**src/rtl/framebuffer_oled_scanout.sv**
```systemverilog
// Framebuffer read client: scans the frame in SSD1306 page order and streams bit-reversed column bytes.
// Define FB_SCANOUT_CONTINUOUS_EN for free-running refresh instead of one frame per start.
module framebuffer_oled_scanout #(
    parameter int H_PIXELS       = 128,
    parameter int V_PIXELS       = 64,
    parameter int TIMEOUT_CYCLES = 32
) (
    input  logic       clk,
    input  logic       rst,
    input  logic       start,
    output logic       busy,
    output logic       frame_done,
    output logic       error,
    output logic       fb_re,
    output logic [7:0] fb_r_xpos,
    output logic [7:0] fb_r_ypos,
    output logic       fb_r_mode,
    input  logic       fb_r_data_valid,
    input  logic [7:0] fb_dout,
    output logic [7:0] m_data,
    output logic       m_valid,
    input  logic       m_ready,
    output logic       m_last
);
    localparam int PAGES = V_PIXELS / 8;
    localparam int TW    = $clog2(TIMEOUT_CYCLES + 1);

    typedef enum logic [1:0] {S_IDLE, S_REQ, S_OUT, S_ADV} state_t;

    state_t        state_q, state_d;
    logic [7:0]    col_q, col_d;
    logic [4:0]    page_q, page_d;
    logic [TW-1:0] tmo_q, tmo_d;
    logic          busy_q, busy_d;
    logic          frame_done_q, frame_done_d;
    logic          error_q, error_d;
    logic          fb_re_q, fb_re_d;
    logic [7:0]    m_data_q, m_data_d;
    logic          m_valid_q, m_valid_d;
    logic          m_last_q, m_last_d;
    logic [7:0]    dout_rev;
    logic          last_col, last_page;

    // Framebuffer bit7 is the top row of the page; the display wants it in bit0.
    generate
        for (genvar gi = 0; gi < 8; gi++) begin : g_rev
            assign dout_rev[gi] = fb_dout[7-gi];
        end
    endgenerate

    assign last_col  = (col_q == 8'(H_PIXELS - 1));
    assign last_page = (page_q == 5'(PAGES - 1));

    always_comb begin
        state_d      = state_q;
        col_d        = col_q;
        page_d       = page_q;
        tmo_d        = tmo_q;
        busy_d       = busy_q;
        frame_done_d = 1'b0;
        error_d      = error_q;
        fb_re_d      = fb_re_q;
        m_data_d     = m_data_q;
        m_valid_d    = m_valid_q;
        m_last_d     = m_last_q;
        case (state_q)
            S_IDLE: begin
                if (start) begin
                    error_d = 1'b0;
                    busy_d  = 1'b1;
                    col_d   = 8'd0;
                    page_d  = 5'd0;
                    tmo_d   = '0;
                    fb_re_d = 1'b1;
                    state_d = S_REQ;
                end
            end
            S_REQ: begin
                if (fb_r_data_valid) begin
                    m_data_d  = dout_rev;
                    fb_re_d   = 1'b0;
                    m_valid_d = 1'b1;
                    m_last_d  = last_col && last_page;
                    state_d   = S_OUT;
                end else if (tmo_q == TW'(TIMEOUT_CYCLES - 1)) begin
                    fb_re_d = 1'b0;
                    error_d = 1'b1;
                    busy_d  = 1'b0;
                    state_d = S_IDLE;
                end else begin
                    tmo_d = tmo_q + 1'b1;
                end
            end
            S_OUT: begin
                if (m_ready) begin
                    m_valid_d = 1'b0;
                    m_last_d  = 1'b0;
                    state_d   = S_ADV;
                end
            end
            S_ADV: begin
                tmo_d   = '0;
                fb_re_d = 1'b1;
                state_d = S_REQ;
                if (!last_col) begin
                    col_d = col_q + 8'd1;
                end else begin
                    col_d = 8'd0;
                    if (!last_page) begin
                        page_d = page_q + 5'd1;
                    end else begin
                        page_d       = 5'd0;
                        frame_done_d = 1'b1;
`ifndef FB_SCANOUT_CONTINUOUS_EN
                        fb_re_d = 1'b0;
                        busy_d  = 1'b0;
                        state_d = S_IDLE;
`endif
                    end
                end
            end
            default: state_d = S_IDLE;
        endcase
    end

    always_ff @(posedge clk or posedge rst) begin
        if (rst) begin
            state_q      <= S_IDLE;
            col_q        <= 8'd0;
            page_q       <= 5'd0;
            tmo_q        <= '0;
            busy_q       <= 1'b0;
            frame_done_q <= 1'b0;
            error_q      <= 1'b0;
            fb_re_q      <= 1'b0;
            m_data_q     <= 8'd0;
            m_valid_q    <= 1'b0;
            m_last_q     <= 1'b0;
        end else begin
            state_q      <= state_d;
            col_q        <= col_d;
            page_q       <= page_d;
            tmo_q        <= tmo_d;
            busy_q       <= busy_d;
            frame_done_q <= frame_done_d;
            error_q      <= error_d;
            fb_re_q      <= fb_re_d;
            m_data_q     <= m_data_d;
            m_valid_q    <= m_valid_d;
            m_last_q     <= m_last_d;
        end
    end

    // Address outputs come straight from the counters, which only move in ADV (fb_re low).
    assign busy       = busy_q;
    assign frame_done = frame_done_q;
    assign error      = error_q;
    assign fb_re      = fb_re_q;
    assign fb_r_xpos  = col_q;
    assign fb_r_ypos  = {page_q, 3'b000};
    assign fb_r_mode  = 1'b1;
    assign m_data     = m_data_q;
    assign m_valid    = m_valid_q;
    assign m_last     = m_last_q;
endmodule

```
**config.mk**
```make
export PLATFORM = sky130hd
export DESIGN_NAME = framebuffer_oled_scanout
export DESIGN_NICKNAME = d
export VERILOG_FILES = /design/src/rtl/framebuffer_oled_scanout.sv
export SDC_FILE = /design/constraint.sdc
export NUM_CORES = 1
export LEC_CHECK = 0
export CORE_ASPECT_RATIO = 1.5
export CORE_MARGIN = 5
export CORE_UTILIZATION = 50
export CTS_CLUSTER_DIAMETER = 80
export CTS_CLUSTER_SIZE = 8
export DETAILED_ROUTE_END_ITERATION = 8
export HOLD_SLACK_MARGIN = 0.03
export PLACE_DENSITY_LB_ADDON = 0.1
export SYNTH_ARGS = -nofsm -noshare
export SYNTH_HDL_FRONTEND = slang
export SYNTH_SLANG_ARGS = --single-unit
```
**constraint.sdc**
```tcl
create_clock -name clk -period 2 [get_ports clk]
set_input_delay 0.2 -clock clk [delete_from_list [all_inputs] [get_ports clk]]
set_output_delay 0.2 -clock clk [all_outputs]
set_load 0.05 [all_outputs]
```
---- Word-level counts from Yosys, hierarchy flattened ----
Cells that the tools add are included.
storage, ports and cells
  logic and storage cells ................. 84
  bits in writable memories ............... 0
  input port bits ......................... 13
  register bits ........................... 35
  output and inout port bits .............. 31
  bits in latches ......................... 0
  bits in read-only memories .............. 0
  memories kept ........................... 0
operators by class
  add/subtract/negate cells ............... 3
  reduce and logical (&&, ||, !) cells .... 15
  mux-type cells .......................... 40
  shifts and indexed selects .............. 0
  eq/ne operators ......................... 15
  divide/modulo/power cells ............... 0
  multipliers ............................. 0
  bitwise operators ....................... 0
  magnitude comparators ................... 0
operators with widths
  kind                                                  count
  2-to-1 mux 1 bit                                      19
  2-to-1 mux 6 bit                                      3
  one-hot mux 6 bit (3 select lines)                    1
  2-to-1 mux 8 bit                                      2
  inequality test 2 bit (second input constant)         8
  one-hot mux 8 bit (2 select lines)                    1
  2-to-1 mux 5 bit                                      3
  AND reduction 3 bit                                   4
  one-hot mux 5 bit (2 select lines)                    1
  adder 8 x 1 -> 8 bit (second input constant)          1
  equality test 8 x 7 -> 1 bit (second input constant)  1
  2-to-1 mux 2 bit                                      4
  one-hot mux 2 bit (4 select lines)                    1
  AND reduction 4 bit                                   2
  adder 6 x 1 -> 6 bit (second input constant)          1
  equality test 6 x 5 -> 1 bit (second input constant)  1
  one-hot mux 1 bit (2 select lines)                    3
  one-hot mux 1 bit (3 select lines)                    2
  AND reduction 6 bit                                   1
  nonzero test 2 bit                                    3
  adder 5 x 1 -> 5 bit (second input constant)          1
  equality test 5 x 3 -> 1 bit (second input constant)  1
  equality test 2 bit (second input constant)           2
  AND reduction 2 bit                                   2
  5 further kinds                                       5

---- Logic depth before layout (Yosys ltp) ----
  depth after elaboration ................. 4
  depth in mapped cells ................... 8
  gate-level depth less buffers ........... 6

---- Worst setup path before layout ----
OpenSTA, ideal clock, no wires.
  path type ............................... flip-flop to flip-flop
  from .................................... register page_q[0]
  to ...................................... register busy_q (netlist: busy)
  arrival ................................. 1.890 ns
  setup slack ............................. -0.011 ns
  required time ........................... 1.879 ns
  library setup time ...................... 0.121 ns
  cell stages (with the launch flop) ...... 6
  buffers on the path ..................... 0
  clock period less this slack ............ 2.011 ns
  path through ............................ dfrtp_1 -> ha_1 -> nand4bb_1 -> o41ai_1 -> nand4_1 -> a22o_1
on the way
  cells in the longest elaborated chain, start to end .. 3
ends and longest elaborated chain
  what                             line  text
  start, declared                  32    logic [4:0] page_q, page_d;
  start signal, assigned           142   page_q <= page_d;
  equality test 5 x 3 -> 1 bit     52    assign last_page = (page_q == 5'(PAGES - 1));
  inequality test 2 bit (no line)  --
  AND reduction 6 bit (no line)    --
  end signal, assigned             144   busy_q <= busy_d;
  end, declared                    34    logic busy_q, busy_d;
No other way between the ends.
A chain may end at the register's enable or synchronous reset.

---- Final worst setup path ----
  from .................................... register state_q[0]
  to ...................................... register tmo_q[3]
on the way
  cells in the longest elaborated chain, start to end .. 3
  elaborated cells on any way between the ends .. 9
  those cells by class .................... eq/ne (5); mux (1); reduce/logical (3)
ends and longest elaborated chain
  what                                                                          line  text
  start, declared                                                               30    state_t state_q, state_d;
  start signal, assigned                                                        140   state_q <= state_d;
  equality test 2 x 1 -> 1 bit, or another cell as far along                    66    case (state_q)
  inequality test 2 bit (no line) / nonzero test 3 bit (equally long branches)  --
  AND reduction 4 bit (no line)                                                 --
  end signal, assigned                                                          143   tmo_q <= tmo_d;
  end, declared                                                                 33    logic [TW-1:0] tmo_q, tmo_d;
Parallel ways exist; a longest one is shown, timed or not.

==> summary.txt <==
status = complete, no violations
mapped cell area = 1910 um^2
total grt overflow = 0
top cells by area, synth = dfrtp_1 46%, nand2_1 7.5%, ha_1 5.2%
Chip Height = 85.7 um
clk_lat worst skew = 0.28 ns
slew margin rel. = 0.579
hold_buf cts = 0
CP Capture Type = register
Worst setup SP type = register
Mean Syn Cell Area = 9.10 um^2
Layout area overhead = 33.0%
proportion of layout cells with a drive suffix above 1 = 0.148
routed vias/inst = 5.55
Critical Path AT = 2.12 ns
Slew Limit Fails = 0
WL final = 4400 um
Worst Tran Pin Value = 0.627 ns
Final ANT Viol Nets = 0
Reg2Reg Depth = 6
Hold Slack = 0.308 ns
Tcrit/Tclk final = 0.952
Synth top area share = 0.458
post-synthesis xor/xnor area fraction = 0
Leakage = 1.11 nW
main combinational cell family by area after synthesis = simple AND/OR/NAND/NOR gates
Design Area, Final = 2540 um^2
most common library cells after synthesis = 38 x nand2_1, 35 x dfrtp_1, 16 x o21ai_0
placed wire-length estimate = 3220 um
first-pass GRT wire length = 7760 um
Initial Util = 0.519
Pre-antenna DRT Iters = 4
Port Buffers = 39
FP Rows = 27
Synth Area in Compound Gates = 0.179
Tmin final = 1.90 ns
Cells after Synth = 210
Yosys Warn Count = 0
Num Clock Sinks = 35
Place WS = 0.00376 ns
Fmax = 525 MHz
CORE AREA = 3680 um^2
CTS Buf Count = 5
post-synthesis mux area share = 0.0269
overall routing resource usage = 0.195
Adder-Cell Fraction of Synth Area = 0.0524
Critical Path RT = 2.21 ns
Main synth FF type = dfrtp_1
Crit Path Class = reg -> reg
PwrDens = 1320 nW/um^2
die area = 5180 um^2
routed len/inst = 14.3 um
max_cap viols = 0
Root Buffer = clkbuf_8
TNS Setup = 0 ns
GPL Wtd Cong = 0.847
clk_skew = 0.00707 ns
worst min-delay path category = in -> async
VDD IR max = 945 uV
vias in the first global route = 1688
placement-stage cell area = 2400 um^2
unrepaired setup endpoints after global routing = no
Die X = 60.5 um
simple-gate share of the synthesized area = 0.229
asr flop ratio synth = 1.00
drt drc = 0
Ant. Diodes = 0
final worst slack = 0.0959 ns
CTS tree = built
most numerous cell in the Yosys netlist = nand2_1
count of final setup violators = 0
FF+latch count, synth = 35
final total power = 3.36 mW
Post-synth EDFFs = 0
Final nets = 285
critical path fanouts, max = 7
IO Pins = 44
Final Hold Viols = 0
initial antenna violation count = 0
sequential area share after synthesis = 0.458
Iteration-0 DRC Markers = 71
Clock H-tree levels = 2
largest buffer count on any clock path = 2
clock transition at the registers of the reported paths = 0.07 ns
vias post-DR = 1705
post-synth cell types = 42
pin count of the biggest net entering global routing = 36
Synth area leader = dfrtp_1
## repair_timing
item                       CTS  global route
resized for setup            0            11
setup endpoints to repair    0             8
buffers inserted             0             3
## routing by layer
layer | share of wire | GRT usage
met4 | 0.015 | 0.0730
met1 | 0.40 | 0.235
met2 | 0.52 | 0.335
met5 | 0 | 0
met3 | 0.057 | 0.0377
## area by class of cell
class                   instances  area (um^2)
clock buffers                   7         76.3
flip-flops and latches         35          878
multi-input cells             159          988
inverters                       7         26.3
well taps                      43         53.8
fillers                       304         1140
repair buffers                 56          518
## path summary, 6_finish.rpt
path                                   startpoint                    end  slack, ns
min reg2reg                 m_data[1]$_DFFE_PP0P_  m_data[1]$_DFFE_PP0P_       0.47
max in group asynchronous                     rst  page_q[1]$_DFFE_PP0P_       1.35
max                        state_q[0]$_DFFE_PP0P_   tmo_q[3]$_DFFE_PP0P_        0.1
min                                           rst  m_data[3]$_DFFE_PP0P_       0.31
min in group clk                       fb_dout[1]  m_data[6]$_DFFE_PP0P_       0.45
max reg2reg                state_q[0]$_DFFE_PP0P_   tmo_q[3]$_DFFE_PP0P_        0.1
## flip-flops by register name (all words and copies together) (netlist names), named ones only
| name | count |
|---|---|
| m_valid | 1 |
| page_q | 5 |
| m_last | 1 |
| fb_r_xpos | 8 |
| state_q | 1 |
| busy | 1 |
| fb_re | 1 |
| tmo_q | 6 |
| m_data | 8 |
| error | 1 |
| frame_done | 1 |
## critical path: stages (launching register included)
cell     delay (ns)
dfrtp_1        0.42
inv_2          0.12
ha_4           0.21
nor2b_2        0.17
a311o_2        0.41
or3_4          0.38
a21oi_2        0.13
## through the flow
stage	util	std cells
after floorplan	-	212
after global placement	0.651	297
after detailed placement	0.651	297
after CTS	0.672	304
after global routing	0.690	307
final	0.690	307
## power by group
part / switching, mW / internal [mW] / leakage [nW]
combinational: 1.18 / 0.718 / 0.615
sequential: 0.120 / 0.879 / 0.457
clock: 0.230 / 0.239 / 0.0383
total: 1.53 / 1.84 / 1.11
## layout by cell type, fill, tap and decap left out, types with 3 or more instances in the layout
cell type	count
clkdlybuf4s50_1	39
nand2_1	38
dfrtp_1	33
buf_4	17
o21ai_0	15
nor2_1	13
nand3_1	8
a21oi_1	7
ha_1	7
nand4_1	6
inv_1	5
clkbuf_8	5
nand2b_1	4
nor3_1	4
a22o_1	4
o31ai_1	4
mux2i_1	4
conb_1	4
and3_1	3
nor2b_1	3
or3_1	3
a31o_2	3
## logic make-up (layout without fill, tap and decap cells)
kind of cell    after synthesis  count (layout)
other cells                   2               4
fa+ha+maj                     8               8
buf+inv                      18              70
mux                           5               5
compound gates               51              51
simple gates                 91              91
flops                        35              35
No activity file was read; power rests on OpenSTA's default activity.
==> variant: new RTL, same settings <==
Add a define of `FB_SCANOUT_CONTINUOUS_EN`.
--- a/src/rtl/framebuffer_oled_scanout.sv
+++ b/src/rtl/framebuffer_oled_scanout.sv
@@ -1,5 +1,7 @@
 // Framebuffer read client: scans the frame in SSD1306 page order and streams bit-reversed column bytes.
 // Define FB_SCANOUT_CONTINUOUS_EN for free-running refresh instead of one frame per start.
+`define FB_SCANOUT_CONTINUOUS_EN
+
 module framebuffer_oled_scanout #(
     parameter int H_PIXELS       = 128,
     parameter int V_PIXELS       = 64,
Function: no difference found for any inputs over 10 cycles, from zero or initial values and one cycle with rst high; that may be too few to reach the edited logic, so the function may still have changed.
==> variant against the unedited design <==
- sequential cell count did not move
- maximum frequency rose by 2.7%
- power fell by 8.0%
- worst setup slack improved by 51 ps
- routed wire length rose by 2.2%
- synthesized cell count fell by 7.6%
- area after synthesis fell by 0.20%
- cell area fell by 0.64%
- critical endpoint is now page_q[4]$_DFFE_PP0P_
- largest cell class unchanged
==> variant: results (changes against the unedited design) <==
* RR Endpoint: page_q[4]$_DFFE_PP0P_
* GPL Wtd Cong at 0.811 (-4.3%)
* Synth unique cells at 45 (+7.1%)
* Final #Nets at 263 (-7.7%)
* Vias in the first global route at 1,648 (-2.4%)
* Largest net degree at the start of global routing at 20 (-44%)
* Wirelength per Cell at 15.8 um (+10%)
* First-pass GRT wire length at 7710 um (-0.62%)
* Worst R2R Start: fb_r_xpos[0]$_DFFE_PP0P_
* Largest stage delay on the critical path at 520 ps (+100 ps)
* Sequential area share after synthesis at 45.9% (+0.090 points)
* Total track usage at 19.6% (+0.12 points)
* Clk_skew at 8.03 ps (+0.955 ps)
* Reg2Reg Depth at 5 (-1)
* Worst slew pin tran at 599 ps (-28.1 ps)
* DR vias/cell at 5.72 (+3.0%)
* Reg2reg setup slack at 150 ps (+50 ps)
* Layout cell share with drive strength beyond 1 at 14.5% (-0.31 points)
* Top cells by count, synth: dfrtp_1 (35), nand2_1 (17), nand3_1 (14)
* Leak at 1.10 nW (-0.65%)
* Initial antenna violation count at 0 (unchanged)
* Synth top area cells: dfrtp_1 (46%), ha_1 (5.9%), mux2_2 (5.3%)
* Final HPWL DP at 3470 um (+7.5%)
* Critical Path Slowest Stage Cell: or4_1
* Crit path DAT at 2060 ps (-60 ps)
* Status: completed
[variant: metal layers]
layer / vias up / global-route usage, % / routed length [um]
li1: 780 / - / -
met1: 806 / 22.2 / 1700
met2: 38 / 33.8 / 2530
met3: 7 / 4.52 / 170
met4: 0 / 9.07 / 81
met5: - / 0 / 0
[variant: report_power, final]
group / internal, W / switching (W) / total [W]
logic: 0.000569 / 0.000888 / 0.00146
clock network: 0.000403 / 0.000261 / 0.000664
registers: 0.000860 / 0.000113 / 0.000973
[variant: logic make-up after synthesis]
kind of cell,synth area share (%)
muxes,6.89
other,0.394
xor gates and xnor gates,1.84
and+or+nand+nor,20.7
AOI/OAI and AO/OA,13.5
DFF,45.9
adders and majority gates,5.91
buffers and inverters,4.79
[variant: layout make-up]
class                   instances  share of cell area [%]
clock buffers                   6                    3.27
clock inverters                 2                    1.39
inverters                       6                   0.892
multi-input cells             143                    37.7
flip-flops and latches         35                    34.9
well taps                      43                    2.13
repair buffers                 50                    19.7
[variant: repair_timing]
item,CTS,global route
setup endpoints to repair,0,4
hold endpoints to repair,0,0
resized for setup,0,1
[variant: worst register-to-register path, stage by stage, from the launching register on]
cell     delay, ps
dfrtp_2        410
ha_1           210
nand2_1        110
or3_1          430
or4_1          520
o21ai_0         90
[variant: how the worst max path moves through the flow]
| stage | endpoint | slack [ps] | depth (start not counted) |
|---|---|---|---|
| CTS | tmo_q[5]$_DFFE_PP0P_ | 90 | 6 |
| finish | page_q[4]$_DFFE_PP0P_ | 150 | 5 |
| global placement | page_q[4]$_DFFE_PP0P_ | 210 | 5 |
| floorplan | page_q[4]$_DFFE_PP0P_ | 20 | 6 |
| detailed placement | tmo_q[3]$_DFFE_PP0P_ | 120 | 6 |
| global route | page_q[4]$_DFFE_PP0P_ | 40 | 5 |
[variant: metrics by stage]
step	hold slack (ps)	std cells	instance area, um2
2_1_floorplan	351	196	1920
5_1_grt	284	285	2520
6_report	226	285	2520
3_5_place_dp	482	277	2400
4_1_cts	247	285	2520
3_3_place_gp	483	277	2400
